**src/rtl/code_fetch_ctrl_pkg.sv**
```systemverilog
// Shared definitions for the instruction-fetch sequencer: state encodings,
// the bubble encoding and the default halt sentinel.
package code_fetch_ctrl_pkg;

    typedef enum logic [1:0] {
        RUN  = 2'd0,
        HALT = 2'd1,
        LOAD = 2'd2
    } fetch_state_t;

    localparam logic [31:0] NOP_INSTR          = 32'h0000_0000;
    localparam logic [31:0] HALT_INSTR_DEFAULT = 32'hFFFF_FFFF;

endpackage

```
**src/rtl/code_fetch_ctrl.sv**
```systemverilog
// Instruction-fetch sequencer: owns the code memory port, steps the PC,
// handles stalls/redirects/halt, lets a program loader take the memory,
// and holds the IF/ID pipeline register.
module code_fetch_ctrl
    import code_fetch_ctrl_pkg::*;
#(
    parameter int          ADDR_W     = 8,
    parameter logic [31:0] RESET_PC   = 32'h0,
    parameter logic [31:0] HALT_INSTR = HALT_INSTR_DEFAULT
) (
    input  logic              clk,
    input  logic              rst,
    output logic [31:0]       mem_addr_o,
    input  logic [31:0]       mem_rdata_i,
    output logic              mem_we_o,
    output logic [31:0]       mem_wdata_o,
    input  logic              stall_i,
    input  logic              redirect_i,
    input  logic [31:0]       redirect_pc_i,
    input  logic              load_req_i,
    input  logic              load_we_i,
    input  logic [ADDR_W-1:0] load_addr_i,
    input  logic [31:0]       load_wdata_i,
    output logic              load_gnt_o,
    output logic [31:0]       ifid_instr_o,
    output logic [31:0]       ifid_pc_o,
    output logic              ifid_valid_o,
    output logic              halted_o
);

    fetch_state_t      state_q, state_d;
    logic [ADDR_W-1:0] pc_q, pc_d;
    logic [31:0]       instr_q, instr_d;
    logic [ADDR_W-1:0] ifid_pc_q, ifid_pc_d;
    logic              valid_q, valid_d;
    logic [ADDR_W-1:0] redirect_target;
    logic [ADDR_W-1:0] fetch_addr;
    logic              unused_redirect_hi;

    // Redirect targets are word addresses truncated to the memory size.
    assign redirect_target    = redirect_pc_i[ADDR_W-1:0];
    assign unused_redirect_hi = ^redirect_pc_i[31:ADDR_W];

    // Grant and halt flags are pure decodes of the registered state, so they
    // change exactly one cycle after the transition is decided.
    assign load_gnt_o = (state_q == LOAD);
    assign halted_o   = (state_q == HALT);

    // The loader sees the memory directly while granted; the write strobe is
    // combinational so a write in a reset cycle still lands.
    assign fetch_addr  = load_gnt_o ? load_addr_i : pc_q;
    assign mem_addr_o  = {{(32-ADDR_W){1'b0}}, fetch_addr};
    assign mem_we_o    = load_gnt_o & load_we_i;
    assign mem_wdata_o = load_wdata_i;

    assign ifid_instr_o = instr_q;
    assign ifid_pc_o    = {{(32-ADDR_W){1'b0}}, ifid_pc_q};
    assign ifid_valid_o = valid_q;

    // Next-state, next-PC and next-IF/ID decision with the per-state priority
    // redirect > load entry > halt detect > stall > advance.
    always_comb begin
        state_d   = state_q;
        pc_d      = pc_q;
        instr_d   = instr_q;
        ifid_pc_d = ifid_pc_q;
        valid_d   = valid_q;
        case (state_q)
            RUN: begin
                if (redirect_i) begin
                    pc_d    = redirect_target;
                    instr_d = NOP_INSTR;
                    valid_d = 1'b0;
                end else if (load_req_i) begin
                    instr_d = NOP_INSTR;
                    valid_d = 1'b0;
                    state_d = LOAD;
                end else if (!stall_i && mem_rdata_i == HALT_INSTR) begin
                    instr_d = NOP_INSTR;
                    valid_d = 1'b0;
                    state_d = HALT;
                end else if (!stall_i) begin
                    instr_d   = mem_rdata_i;
                    ifid_pc_d = pc_q;
                    valid_d   = 1'b1;
                    pc_d      = pc_q + 1'b1;
                end
            end
            HALT: begin
                if (redirect_i) begin
                    pc_d    = redirect_target;
                    state_d = RUN;
                end else if (load_req_i) begin
                    state_d = LOAD;
                end
            end
            LOAD: begin
                if (!load_req_i) begin
                    pc_d    = RESET_PC[ADDR_W-1:0];
                    state_d = RUN;
                end
            end
            default: begin
                state_d = RUN;
            end
        endcase
    end

    // State, PC and IF/ID registers with synchronous reset.
    always_ff @(posedge clk) begin
        if (rst) begin
            state_q   <= RUN;
            pc_q      <= RESET_PC[ADDR_W-1:0];
            instr_q   <= NOP_INSTR;
            ifid_pc_q <= '0;
            valid_q   <= 1'b0;
        end else begin
            state_q   <= state_d;
            pc_q      <= pc_d;
            instr_q   <= instr_d;
            ifid_pc_q <= ifid_pc_d;
            valid_q   <= valid_d;
        end
    end

endmodule

```
**config.mk**
```make
export PLATFORM = sky130hd
export DESIGN_NAME = code_fetch_ctrl
export DESIGN_NICKNAME = d
export VERILOG_FILES = /design/src/rtl/code_fetch_ctrl_pkg.sv /design/src/rtl/code_fetch_ctrl.sv
export SDC_FILE = /design/constraint.sdc
export NUM_CORES = 1
export LEC_CHECK = 0
export CAP_MARGIN = 15
export CELL_PAD_IN_SITES_DETAIL_PLACEMENT = 1
export CELL_PAD_IN_SITES_GLOBAL_PLACEMENT = 2
export CORE_MARGIN = 2
export CORE_UTILIZATION = 17
export CTS_CLUSTER_DIAMETER = 80
export CTS_CLUSTER_SIZE = 30
export DETAILED_ROUTE_END_ITERATION = 8
export GPL_TIMING_DRIVEN = 0
export PLACE_DENSITY = 0.84
export SKIP_CTS_REPAIR_TIMING = 1
export SLEW_MARGIN = 20
export SYNTH_ARGS = -nofsm -noshare
export SYNTH_HDL_FRONTEND = slang
export SYNTH_SLANG_ARGS = --single-unit
```
**constraint.sdc**
```tcl
create_clock -name clk -period 2.7 [get_ports clk]
set_input_delay 0.27 -clock clk [delete_from_list [all_inputs] [get_ports clk]]
set_output_delay 0.27 -clock clk [all_outputs]
set_load 0.05 [all_outputs]
```
Word level (Yosys, flattened, before mapping)
Cells that the tools add are included.
{ "totals": {"regBits": 51, "output_inout_bits": 132, "elab_cells": 54, "input_bits": 110} }
{ "classes": {"reduce_logical": 8, "mux": 23, "addsub": 1, "bitwise": 5, "eq_ne": 12} }
{ "ops": {"columns": ["cell", "n"], "rows": [
  ["32-bit 2-to-1 mux", 4],
  ["8-bit 2-to-1 mux", 7],
  ["32-bit == test, second input constant", 1],
  ["8-bit one-hot mux with 3 select lines", 1],
  ["3-bit inequality test, second input constant", 5],
  ["2-bit 2-to-1 mux", 6],
  ["8-bit by 1-bit adder with 8-bit output, second input constant", 1],
  ["2-bit inequality test, second input constant", 3],
  ["2-bit one-hot mux with 3 select lines", 1],
  ["6-bit AND reduction", 1],
  ["5-bit AND reduction", 1],
  ["1-bit 2-to-1 mux", 4],
  ["4-bit by 1-bit inequality test with 1-bit output, second input constant", 1],
  ["1-bit NOT", 4],
  ["4-bit AND reduction", 1],
  ["3-bit nonzero test", 1],
  ["2-bit by 1-bit == test with 1-bit output, second input constant", 1],
  ["2-bit == test, second input constant", 1],
  ["2-bit zero test", 1],
  ["2-bit AND reduction", 1],
  ["1-bit AND", 1],
  ["1-bit logical AND", 1],
  ["1-bit zero test", 1]
]} }

Longest topological paths before layout
Gate-level depths: netlist of run 1.
{ "logic_depth": {"word_depth": 6, "mapped_depth": 11, "ltp_nobuf": 7} }

Worst setup path after synthesis of run 1
OpenSTA, ideal clock, no wires.
{ "synth_timing": {"path_type": "reg-to-output", "start": "register state_q[0]", "end": "output mem_addr_o[2]", "stages_incl_launch_ff": 5, "path_slack_ns": 0.216, "required_time_ns": 2.430, "t_arrival_ns": 2.214, "n_path_buf": 1, "path_cell_list": "dfxtp_1 -> inv_1 -> ha_1 -> clkbuf_1 -> o21ai_0"} }
{ "synth_between": {"elab_chain_cells": 2} }
{ "synth_rtl": {"columns": ["element", "line", "rtl"], "rows": [
  ["start: declaration", "code_fetch_ctrl.sv:31", "fetch_state_t state_q, state_d;"],
  ["start signal: assignment", "code_fetch_ctrl.sv:118", "state_q <= state_d;"],
  ["2-bit == test", "code_fetch_ctrl.sv:46", "assign load_gnt_o = (state_q == LOAD);"],
  ["named net load_gnt_o", "code_fetch_ctrl.sv:24", "output logic load_gnt_o,"],
  ["8-bit 2-to-1 mux", "code_fetch_ctrl.sv:51", "assign fetch_addr = load_gnt_o ? load_addr_i : pc_q;"],
  ["end: declaration", "code_fetch_ctrl.sv:13", "output logic [31:0] mem_addr_o,"]
]} }
The timed path passes the listed nets, and every way through them passes these cells.

Final worst setup path of run 1
{ "layout_timing": {"start": "register state_q[0]", "end": "output mem_addr_o[2]"} }
{ "layout_between": {"elab_chain_cells": 2} }
{ "layout_rtl": {"columns": ["element", "line"], "rows": [
  ["2-bit == test", "code_fetch_ctrl.sv:46"],
  ["8-bit 2-to-1 mux", "code_fetch_ctrl.sv:51"]
]} }
No other way between the ends.

==> results by group, run 1 <==
Run status
  • Result of the run: finished, final reports clean

Layout
  • Layout fillers: about 1900
  • Fin nets: 609
  • Area occupied by registers: 1020 um2
  • Relative area change from synthesis to final layout: 69.4%
  • Area used by multi-input combinational logic: between 1000 and 1500 um2
  • N_diodes: 0
  • Fraction of final layout cells sized beyond drive strength 1: 0.230

Worst setup path
  • Cell Chain, Critical Path: inv_1, ha_1, clkbuf_2, o21ai_0, clkdlybuf4s50_1
  • Highest fanout seen on the critical path: 10
  • Critical register-to-register path endpoint: ifid_instr_o[21]
  • Maximum single-stage delay on the critical path: 0.83 ns
  • CP Capture Type: output pin
  • CP max stage cell: clkdlybuf4s50_1
  • R2R depth: 11
  • Total buffers and inverters traversed by the critical path: 3
  • Cell family contributing the most delay on the critical path: buffers and inverters
  • Crit path arrival time: approximately 2.3 ns
  • Register-to-register setup slack: 0.55 ns
  • Critical path type: reg -> out
  • Source of the worst register-to-register timing path: state_q[0]
  • Element type at the critical path start: flop
  • Critical Path Start: state_q[0]
  • Endpoint required time on the critical path: 2.43 ns

Place
  • Final RePlAce weighted congestion: 0.783
  • Worst Setup Slack post-DPL: ~0.10 ns
  • Sum of net half-perimeters after detailed placement: 8080 um
  • # port buffers: 137

Global route
  • Antenna violations before repair: 0
  • Pin count of the biggest net entering global routing: 16
  • Final global-route overflow total: 0
  • Vias in the first global route: about 3000
  • Global-route wire length before repair: 15400 um
  • GR Util All Layers: 0.108

Power
  • Power per cell area: roughly 520 nW/um2
  • Peak supply drop: ~230 uV
  • Leakage Power: 0.00215 uW
  • Pwr Total: around 2600 uW

Logic synthesis
  • Total number of yosys warnings: 0
  • FF+latch count, synth: 51
  • Syn Inst Count: 304
  • Synthesized area: roughly 2900 um2
  • Synth top area share: 0.354
  • Syn_area_per_cell: 9.50 um2
  • Sequential fraction of the synthesis area: 0.354
  • Largest area contributor in the netlist: dfxtp_1
  • Top cells by area in the synthesized netlist: dfxtp_1, buf_4, a22o_1, mux2_2, mux2i_1
  • Count of distinct cell types in the synthesized netlist: between 40 and 50

Clock tree
  • Clk root buf: clkbuf_16
  • Max Buffers Root-to-Sink: 2
  • CTS tree: built
  • Number of CTS-inserted buffers: 5
  • Clk_lat worst skew: 0.29 ns
  • Max H-tree Level: 2
  • # clock sinks: 51
  • Clock transition at the registers of the reported paths: 0.07 ns

Die
  • Die outline width: 134 um
  • Standard cell core area: around 17000 um2
  • Ports placed on the boundary: 242
  • Initial standard-cell utilization of the core: 0.174
  • Standard-cell rows: 47
  • Die outline height: 134 um
  • Die ar.: roughly 18000 um2

STA
  • Min cycle time layout: 2.56 ns
  • F_max: 391 MHz
  • Hold_ws: 0.482 ns
  • Hold violation total from the final report: 0
  • Slew HR: 0.569
  • Unrepaired setup endpoints after global routing: no
  • Slew at the pin with the worst max-slew slack: 0.647 ns
  • Layout Skew: 0.00315 ns
  • Final Max Tran Viols: 0
  • Fin crit share: 0.948
  • Worst Slack Setup Final: 0.140 ns
  • Final setup violating endpoints: 0

Routing
  • Number of detailed-route iterations in the first pass: 4
  • DR DRC count: 0
  • Detail-routed net length per standard cell: ~14 um
  • Wirelength, routed: 9890 um
  • Count of routing violations after the opening detailed-route iteration: between 60 and 70
  • Final ANT Viol Nets: 0
  • Via/cell ratio: 3.94
  • Vias post-DR: 2816

Job
  • Maxcap violations: 0

Hold path
  • Endpoint, Worst Hold: ifid_instr_o[13]
  • Hold Crit Depth: 1
  • Min-delay src: ifid_instr_o[13]
  • Hold Path Class: reg -> reg
## kinds of logic (layout without fill, tap and decap cells)
logic type | Yosys count | after routing | share of synthesized area
XOR/XNOR | 4 | 4 | 0.0121
AND/OR/NAND/NOR | 55 | 55 | 0.111
multiplexers | 18 | 18 | 0.0668
adder cells (fa/ha/maj) | 4 | 4 | 0.0173
flip-flops | 51 | 51 | 0.354
other | 1 | 48 | 0.00130
AO/OA/AOI/OAI | 69 | 69 | 0.186
buffers and inverters | 102 | 246 | 0.251
## final cells by class
type                       instances  area share
sequential                        51       0.209
clock inverter                     2     0.00767
clock buffer                       5      0.0256
inverter                           6     0.00460
multi-input combinational        198       0.269
timing repair buffer             137       0.284
tap                              220      0.0563
buffer                            96       0.144
## registers in the layout, indices dropped and copies added, names as in the netlist
name          cells
ifid_valid_o      1
ifid_pc_q         8
ifid_instr_o     32
pc_q              8
state_q           2
## worst max path at each step
stage / endpoint / slack (ns) / cells after the start
floorplan: mem_addr_o[2] / 0.22 / 4
global placement: mem_addr_o[1] / 0.12 / 5
detailed placement: mem_addr_o[1] / 0.10 / 5
CTS: mem_addr_o[1] / -0.22 / 5
global route: mem_addr_o[2] / 0.003 / 6
finish: mem_addr_o[2] / 0.14 / 5
## per-layer routing
layer | track usage | part of all wire
met1 | 0.124 | 0.41
met5 | 0 | 0
met3 | 0.0363 | 0.10
met2 | 0.194 | 0.48
met4 | 0.0211 | 0.0075
## cell usage in the layout, fill, tap and decap left out, types with 6 or more instances in the layout
cell type,count
a22o_1,32
a31oi_1,7
buf_4,80
clkbuf_1,6
clkdlybuf4s50_1,130
conb_1,48
dfxtp_1,51
dlymetal6s2s_1,7
inv_1,6
mux2_2,10
mux2i_1,8
nand2_1,7
nand4_1,8
nor2_1,15
o21ai_0,6
## stage by stage
stage / util / TNS (ns) / cells / instance area, um2
finish: 0.295 / 0 / 715 / 4890
CTS: 0.294 / -1.76 / 715 / 4870
detailed placement: 0.284 / 0 / 708 / 4710
global route: 0.295 / 0 / 715 / 4890
floorplan: - / 0 / 351 / 3060
global placement: 0.284 / 0 / 708 / 4710
## worst reg2reg max path, delay by kind of cell, from the launching register on
kind	cells	cell delay, ns
buffers and inverters	5	0.78
AND/OR/NAND/NOR	3	0.50
AO/OA/AOI/OAI	2	0.35
flip-flops	1	0.33
adder cells (fa/ha/maj)	1	0.15
## cell usage after synthesis, drive strengths merged
master,n
nor3,3
a22o,32
o22ai,1
o21a,1
a32o,1
nor2,15
a31o,1
nand2b,1
conb,1
or2,2
nand4,9
clkbuf,7
and3,3
a311o,1
ha,4
a2bb2oi,1
nand4b,1
and2,3
nand3b,1
nor2b,2
o31ai,1
a22oi,4
a32oi,1
a311oi,1
xnor2,2
inv,6
mux2i,8
dfxtp,51
xor2,2
mux2,10
buf,89
o21ai,6
a31oi,7
nor4,3
nand2,7
a2111oi,1
nand3,5
a211oi,5
a21oi,5
## power by group
part	internal, uW	switching [uW]
logic	381	626
registers	791	49.3
clock network	432	284
total	1600	959
Power figures use the tool's default switching activity.
==> run 2, diff against run 1 <==
Settings changed: ABC_CLOCK_PERIOD_IN_PS set to 2700, SETUP_SLACK_MARGIN set to 0.02.
==> run 2 against run 1 <==
Net effect:
- sequential power hardly changed
- clock-buffer cell count unchanged
- non-clock buffer count unchanged
- maximum frequency increased by 1.5%
- power about the same
- critical endpoint is now mem_we_o
- largest power group unchanged
- highest routed layer unchanged
==> results by group, run 2 (synthesis results as in run 1) <==
STA
  • Slew HR: 0.569 (unchanged)
  • Slew at the pin with the worst max-slew slack: 0.647 ns (unchanged)
  • Unrepaired setup endpoints after global routing: no
  • Setup TNS Final: 0 ns (unchanged)
  • Final Max Tran Viols: 0 (unchanged)
  • Final setup violating endpoints: 0 (unchanged)
  • Layout Skew: 0.00315 ns (unchanged)
  • Hold violation total from the final report: 0 (unchanged)
  • Fin crit share: 0.934 (-0.0140)
  • F_max: 397 MHz (+1.5%)
  • Min cycle time layout: 2.52 ns (-0.0378 ns)

Routing
  • DR DRC count: 0 (unchanged)
  • Number of detailed-route iterations in the first pass: 4 (unchanged)
  • Via/cell ratio: 3.94 (unchanged)
  • Wirelength, routed: 9880 um (about the same)
  • Final ANT Viol Nets: 0 (unchanged)
  • Vias post-DR: 2816 (unchanged)
  • Count of routing violations after the opening detailed-route iteration: 69 (unchanged)
  • Detail-routed net length per standard cell: 13.8 um (about the same)

Global route
  • Global-route wire length before repair: 15400 um (unchanged)
  • Final global-route overflow total: 0 (unchanged)
  • Vias in the first global route: 2946 (unchanged)
  • GR Util All Layers: 0.108 (unchanged)
  • Antenna violations before repair: 0 (unchanged)
  • Pin count of the biggest net entering global routing: 16 (unchanged)

Place
  • Final RePlAce weighted congestion: 0.783 (unchanged)
  • Cell area reported after detailed placement: 4710 um2 (unchanged)
  • # port buffers: 137 (unchanged)
  • Sum of net half-perimeters after detailed placement: 8080 um (unchanged)

Layout
  • Layout fillers: 1926 (-0.052%)
  • Fraction of final layout cells sized beyond drive strength 1: 0.230 (unchanged)
  • Summed area of non-filler cells in the final layout: 4890 um2 (about the same)
  • Most common cell after layout, fill and taps aside: clkdlybuf4s50_1
  • Commonest non-fill, non-tap cells in the layout: clkdlybuf4s50_1, buf_4, dfxtp_1
  • N_diodes: 0 (unchanged)
  • Max reg flops: 32 (unchanged)
  • Fin nets: 609 (unchanged)
  • Relative area change from synthesis to final layout: 69.5% (about the same)

Clock tree
  • CTS tree: built
  • # clock sinks: 51 (unchanged)
  • Clock transition at the registers of the reported paths: 0.07 ns (about the same)
  • Clk_lat worst skew: 0.29 ns (about the same)
  • Number of CTS-inserted buffers: 5 (unchanged)
  • Max Buffers Root-to-Sink: 2 (unchanged)
  • Max H-tree Level: 2 (unchanged)
  • Clk root buf: clkbuf_16

Die
  • Standard cell core area: 16600 um2 (unchanged)
  • Initial standard-cell utilization of the core: 0.174 (unchanged)
  • Die outline height: 134 um (unchanged)
  • Standard-cell rows: 47 (unchanged)
  • Die ar.: 18000 um2 (unchanged)
  • Ports placed on the boundary: 242 (unchanged)
  • Die outline width: 134 um (unchanged)

Worst setup path
  • CP Capture Type: output pin
  • Critical Path Start: state_q[0]
  • Critical path type: reg -> out
  • Crit path arrival time: 2.25 ns (-0.04 ns)
  • Highest fanout seen on the critical path: 10 (unchanged)
  • Register-to-register setup slack: 0.55 ns (about the same)
  • Endpoint required time on the critical path: 2.43 ns (about the same)
  • Critical register-to-register path endpoint: ifid_instr_o[21]
  • Critical path capture point: mem_we_o
  • R2R depth: 11 (unchanged)
  • Element type at the critical path start: flop
  • Source of the worst register-to-register timing path: state_q[0]

Power
  • Leakage Power: 0.00216 uW (+0.73%)
  • Peak supply drop: 235 uV (unchanged)
  • Power per cell area: 524 nW/um2 (about the same)

Hold path
  • Hold Path Class: reg -> reg

Run status
  • Result of the run: finished, final reports clean

Job
  • Maxcap violations: 0 (unchanged)
-- run 2: changes by cell type in the layout (fill, tap and decap cells not counted) --
cell / before / now
clkdlybuf4s50_1: 130 / 129
dlymetal6s2s_1: 7 / 8
-- run 2: per-stage QoR --
stage	total power [uW]	instances	worst slack (ns)	util	hold slack, ns
2_1_floorplan	1560	351	0.216	-	0.396
3_3_place_gp	1850	708	0.123	0.284	0.461
3_5_place_dp	1870	708	0.104	0.284	0.465
4_1_cts	2600	715	-0.220	0.294	0.486
5_1_grt	2690	715	0.0482	0.295	0.507
6_report	2560	715	0.178	0.295	0.482
-- run 2: how the worst min path moves through the flow --
stage,startpoint,to,slack [ns],cells past startpoint
floorplan,mem_rdata_i[0],ifid_instr_o[0],0.40,1
finish,ifid_instr_o[13],ifid_instr_o[13],0.48,1
global placement,ifid_instr_o[6],ifid_instr_o[6],0.46,1
detailed placement,ifid_instr_o[18],ifid_instr_o[18],0.46,1
global route,ifid_instr_o[31],ifid_instr_o[31],0.51,1
CTS,ifid_instr_o[18],ifid_instr_o[18],0.49,1
-- run 2: cell type report --
cell class | instances | area, um2 | share of cell area
inverters | 6 | 22.5 | 0.00460
plain buffers | 96 | 703 | 0.144
well taps | 220 | 275 | 0.0563
repair buffers | 137 | 1390 | 0.284
clock buffers | 5 | 125 | 0.0256
flip-flops and latches | 51 | 1020 | 0.209
multi-input cells | 198 | 1320 | 0.269
clock inverters | 2 | 37.5 | 0.00767
-- run 2: where the power goes --
part           switching, uW  total (uW)  internal (uW)
Combinational            625        1010            381
Clock                    284         716            432
Sequential              49.3         840            791
Total                    959        2560           1600
-- run 2: layer usage --
layer	vias to the layer above	track usage	part of all wire
li1	1346	-	-
met1	1309	0.124	0.41
met2	155	0.194	0.48
met3	6	0.0363	0.10
met4	0	0.0211	0.0075
met5	-	0	0
-- run 2: worst max-delay path, stage by stage, from the launching register on --
cell             delay [ns]
dfxtp_1                0.33
inv_1                  0.12
ha_1                   0.23
clkbuf_2               0.32
and2_1                 0.17
clkdlybuf4s50_1        0.79
==> patch 1, RTL diff (settings of run 1) <==
Set the parameter `ADDR_W` to 9 (it was 8).
--- a/src/rtl/code_fetch_ctrl.sv
+++ b/src/rtl/code_fetch_ctrl.sv
@@ -6,3 +6,3 @@
 #(
-    parameter int          ADDR_W     = 8,
+    parameter int          ADDR_W     = 9,
     parameter logic [31:0] RESET_PC   = 32'h0,
Interface: changed (resized load_addr_i); port bits go from 242 to 243. The function was not compared with the original's and may differ.
==> patch 1 against run 1 <==
Final area is 4.9% higher; fmax up 5.7%; power fell by 3.3%; worst hold slack got worse by 0.026 ns; synthesized area rose by 7.3%; sequential cell count up 2; worst setup slack better by 0.14 ns; global-route usage is 0.77 points higher; non-clock buffer count is 3 higher; wire length up 14%; count of clock-buffer cells in the layout increased by 1; clock power shrank 8.8%.
==> patch 1: results (changes against run 1) <==
[outcome]
status = completed  ; unchanged

[route]
detailed_route_via_count = 3195  ; was 2,816
wl_met3_um = 807  ; was 1006 um
avgViaCountPerCell = 4.166  ; was 3.938
met2_length_um = 5546  ; was 4712 um

[pwr]
irDropWorstVdd_v = 0.0002313  ; was 0.0002346 V
power.static_leakage_nw = 2.213  ; was 2.147 nW

[global_routing]
grt_first_pass_wirelength_um = 18000  ; was 15,450 um
global_route.usage.total_pct = 11.54  ; was 10.78%
met3_usage_pct = 2.866  ; was 3.628%
use_met2_pct = 20.35  ; was 19.39%
global_route.usage.met1_pct = 14.00  ; was 12.45%
grt_pass1_vias = 3322  ; was 2,946

[hold_path]
min_delay_path_depth = 2  ; was 1

[synthesis]
postSynthCellCount = 344  ; was 304
ys_types = 41  ; was 45
synth.top_cells.by_count = sky130_fd_sc_hd__buf_4, sky130_fd_sc_hd__dfxtp_1, sky130_fd_sc_hd__a22o_1, sky130_fd_sc_hd__nand2_1, sky130_fd_sc_hd__nand4_1  ; was sky130_fd_sc_hd__buf_4, sky130_fd_sc_hd__dfxtp_1, sky130_fd_sc_hd__a22o_1

[timing]
fin_crit_ns = 2.421  ; was 2.560 ns
timing_worst_slew_pin_value_ns = 0.6120  ; was 0.6471 ns
whs_ns = 0.4559  ; was 0.4818 ns

[critical_path]
worst-r2r-cell-count = 8  ; was 11
cp-endpoint = mem_addr_o[0]  ; was mem_addr_o[2]
critical-path-max-stage-delay_ns = 0.71  ; was 0.83 ns
reg2reg_from = state_q[1]  ; was state_q[0]

[layout]
num-nets-final = 652  ; was 609
final_layout_size_suffix_gt1_share_pct = 20.63  ; was 23.03%

[placement]
routabilityCongestion = 0.7890  ; was 0.7830
dp.cells = 759  ; was 708
postPlaceCellArea_sq_mm = 0.004965  ; was 0.004710 sq mm
dp_worst_setup_slack_ns = 0.1704  ; was 0.1042 ns

[patch 1: where the power goes]
group	total [mW]	switching, mW	internal, mW
Sequential	0.853	0.0383	0.815
Clock	0.653	0.308	0.345
Combinational	0.972	0.610	0.361
Total	2.48	0.957	1.52
[patch 1: layout make-up]
class	instances	area [sq um]
Timing Repair Buffer	141	1431
Fill cell	2101	12770
Sequential cell	53	1061
Inverter	7	26.28
Clock buffer	6	128.9
Multi-Input combinational cell	234	1490
Buffer	95	690.7
Clock inverter	2	15.01
Tap cell	229	286.5
[patch 1: logic make-up (layout without fill, tap and decap cells)]
family	Yosys count	after routing	synth area share, %
xor+xnor	1	1	0.2828
simple gates	94	94	16.48
mux	18	18	6.139
buf+inv	102	251	23.10
fa+ha+maj	4	4	1.616
flops	53	53	34.25
compound gates	71	71	18.01
other cells	1	46	0.1210
==> patch 2, RTL diff (flow settings as in run 1) <==
Made on the original files. The 3 states of `fetch_state_t` get a one-hot encoding in 3 bits.
--- a/src/rtl/code_fetch_ctrl_pkg.sv
+++ b/src/rtl/code_fetch_ctrl_pkg.sv
@@ -4,6 +4,6 @@
 
-    typedef enum logic [1:0] {
-        RUN  = 2'd0,
-        HALT = 2'd1,
-        LOAD = 2'd2
+    typedef enum logic [2:0] {
+        RUN  = 3'b001,
+        HALT = 3'b010,
+        LOAD = 3'b100
     } fetch_state_t;
Check against the original RTL: same outputs for any inputs over 4 cycles, from zero or initial values and one cycle with rst high; so few cycles prove little.
==> patch 2 against run 1 <==
Wire length down 0.83%; synthesized area down 0.74%; first-iteration DRC count down 7.2%; final area up 0.18%; synthesized cell count up 2.3%; count of clock-buffer cells in the layout up 1; worst setup slack better by 0.096 ns; fmax up 3.9%; combinational power down 22%; cell count up 1.4%; power down 8.0%; sequential cell count up 1; largest power group is now sequential cells.
==> patch 2: results (changes against run 1) <==
[synthesis]
post_synth_xor_area_fraction_pct = 0.9170  ; was 1.214%
synthMuxAreaShare_pct = 4.017  ; was 6.675%
synth_compound_area_share_pct = 19.91  ; was 18.64%
ys_types = 49  ; was 45
syn-mean-instance-area_sq_um = 9.213  ; was 9.495 sq um
adder_cell_share_of_the_synthesized_area_pct = 0.4367  ; was 1.734%
ys_seq_area_share_pct = 36.33  ; was 35.37%
synth_top_cells_by_area = sky130_fd_sc_hd__dfxtp_1, sky130_fd_sc_hd__buf_4, sky130_fd_sc_hd__a22o_1  ; unchanged
post_synth_top_flop = sky130_fd_sc_hd__dfxtp_1  ; unchanged
synth.top_cells.by_count = sky130_fd_sc_hd__buf_4, sky130_fd_sc_hd__dfxtp_1, sky130_fd_sc_hd__a22o_1  ; unchanged
synth.yosys.warnings = 0  ; unchanged

[outcome]
status = completed  ; unchanged

[global_routing]
global_route.usage.met1_pct = 12.64  ; was 12.45%
global_route.usage.total_pct = 10.47  ; was 10.78%
grt_first_pass_wirelength_um = 14950  ; was 15,450 um
use_met2_pct = 17.92  ; was 19.39%
grt_antenna_before_repair = 0  ; unchanged
maximum_number_of_pins_on_one_net_before_global_route_repair = 17  ; was 16
met3_usage_pct = 3.288  ; was 3.628%

[placement]
postPlaceCellArea_sq_mm = 0.004678  ; was 0.004710 sq mm
routabilityCongestion = 0.7913  ; was 0.7830
dp.cells = 714  ; was 708
buffer_ports.inserted = 136  ; was 137
hpwl_um = 8000  ; was 8077 um

[layout]
final_layout_size_suffix_gt1_share_pct = 22.18  ; was 23.03%
num-nets-final = 615  ; was 609
count_of_filler_cells_inserted_in_the_layout = 1932  ; was 1,927
post_layout_nonfiller_instances = 725  ; was 715

[pwr]
power.static_leakage_nw = 2.219  ; was 2.147 nW
irDropWorstVdd_v = 0.0002121  ; was 0.0002346 V

[route]
top_signal_layer_used = met4  ; unchanged
drt_iter0_drc = 64  ; was 69
wl_um = 9804  ; was 9886 um
avgViaCountPerCell = 3.971  ; was 3.938
detailed_routing_iterations_pass_1 = 4  ; unchanged
wl_met1_um = 4069  ; was 4092 um
wl_met3_um = 936  ; was 1006 um
met2_length_um = 4672  ; was 4712 um

[clocking]
insertion_delay_ns = 0.30
clk_root_buffer_cell = sky130_fd_sc_hd__clkbuf_16  ; unchanged

[timing]
finalClockSkew_ns = 0.008264  ; was 0.003152 ns
max-slew-margin-rel_pct = 62.78  ; was 56.86%

[critical_path]
data_arrival_critical_path_ns = 2.19  ; was 2.29 ns
critical_path.startpoint_type = register  ; unchanged

[patch 2: stage by stage]
stage / setup slack [ns] / TNS [ns]
3_5_place_dp: -0.1796 / -0.8374
5_1_grt: 0.02156 / 0
6_report: 0.2359 / 0
2_1_floorplan: 0.1830 / 0
3_3_place_gp: -0.1382 / -0.5934
4_1_cts: -0.5236 / -3.665
[patch 2: final cells by class]
cell class / count / area, sq um / share of cell area, %
Buffer: 95 / 681.9 / 13.92
Tap cell: 220 / 275.3 / 5.618
Multi-Input combinational cell: 204 / 1299 / 26.51
Sequential cell: 52 / 1041 / 21.25
Clock buffer: 6 / 128.9 / 2.630
Clock inverter: 2 / 38.79 / 0.7916
Inverter: 7 / 26.28 / 0.5363
Timing Repair Buffer: 139 / 1409 / 28.75
[patch 2: power breakdown]
group | internal [mW] | leakage [nW] | switching [mW]
clock | 0.442 | 0.0815 | 0.304
sequential | 0.795 | 0.422 | 0.0273
combinational | 0.298 | 1.71 | 0.493
total | 1.53 | 2.22 | 0.824
[patch 2: final timing paths]
check                           slack [ns]          from  cells past startpoint               to
worst max-delay path                  0.24    state_q[2]                      6    mem_addr_o[6]
worst min-delay path                  0.47  ifid_valid_o                      2     ifid_valid_o
worst max register to register        0.65    state_q[0]                      6  ifid_instr_o[2]
worst min register to register        0.47  ifid_valid_o                      2     ifid_valid_o
[patch 2: critical path, cell delays in order, from the launching register on]
cell and delay, ns:
sky130_fd_sc_hd__dfxtp_1 0.35, sky130_fd_sc_hd__buf_2 0.23, sky130_fd_sc_hd__nor3b_4 0.36, sky130_fd_sc_hd__clkbuf_1 0.34, sky130_fd_sc_hd__nand2_1 0.10, sky130_fd_sc_hd__o21ai_0 0.07, sky130_fd_sc_hd__dlymetal6s2s_1 0.45
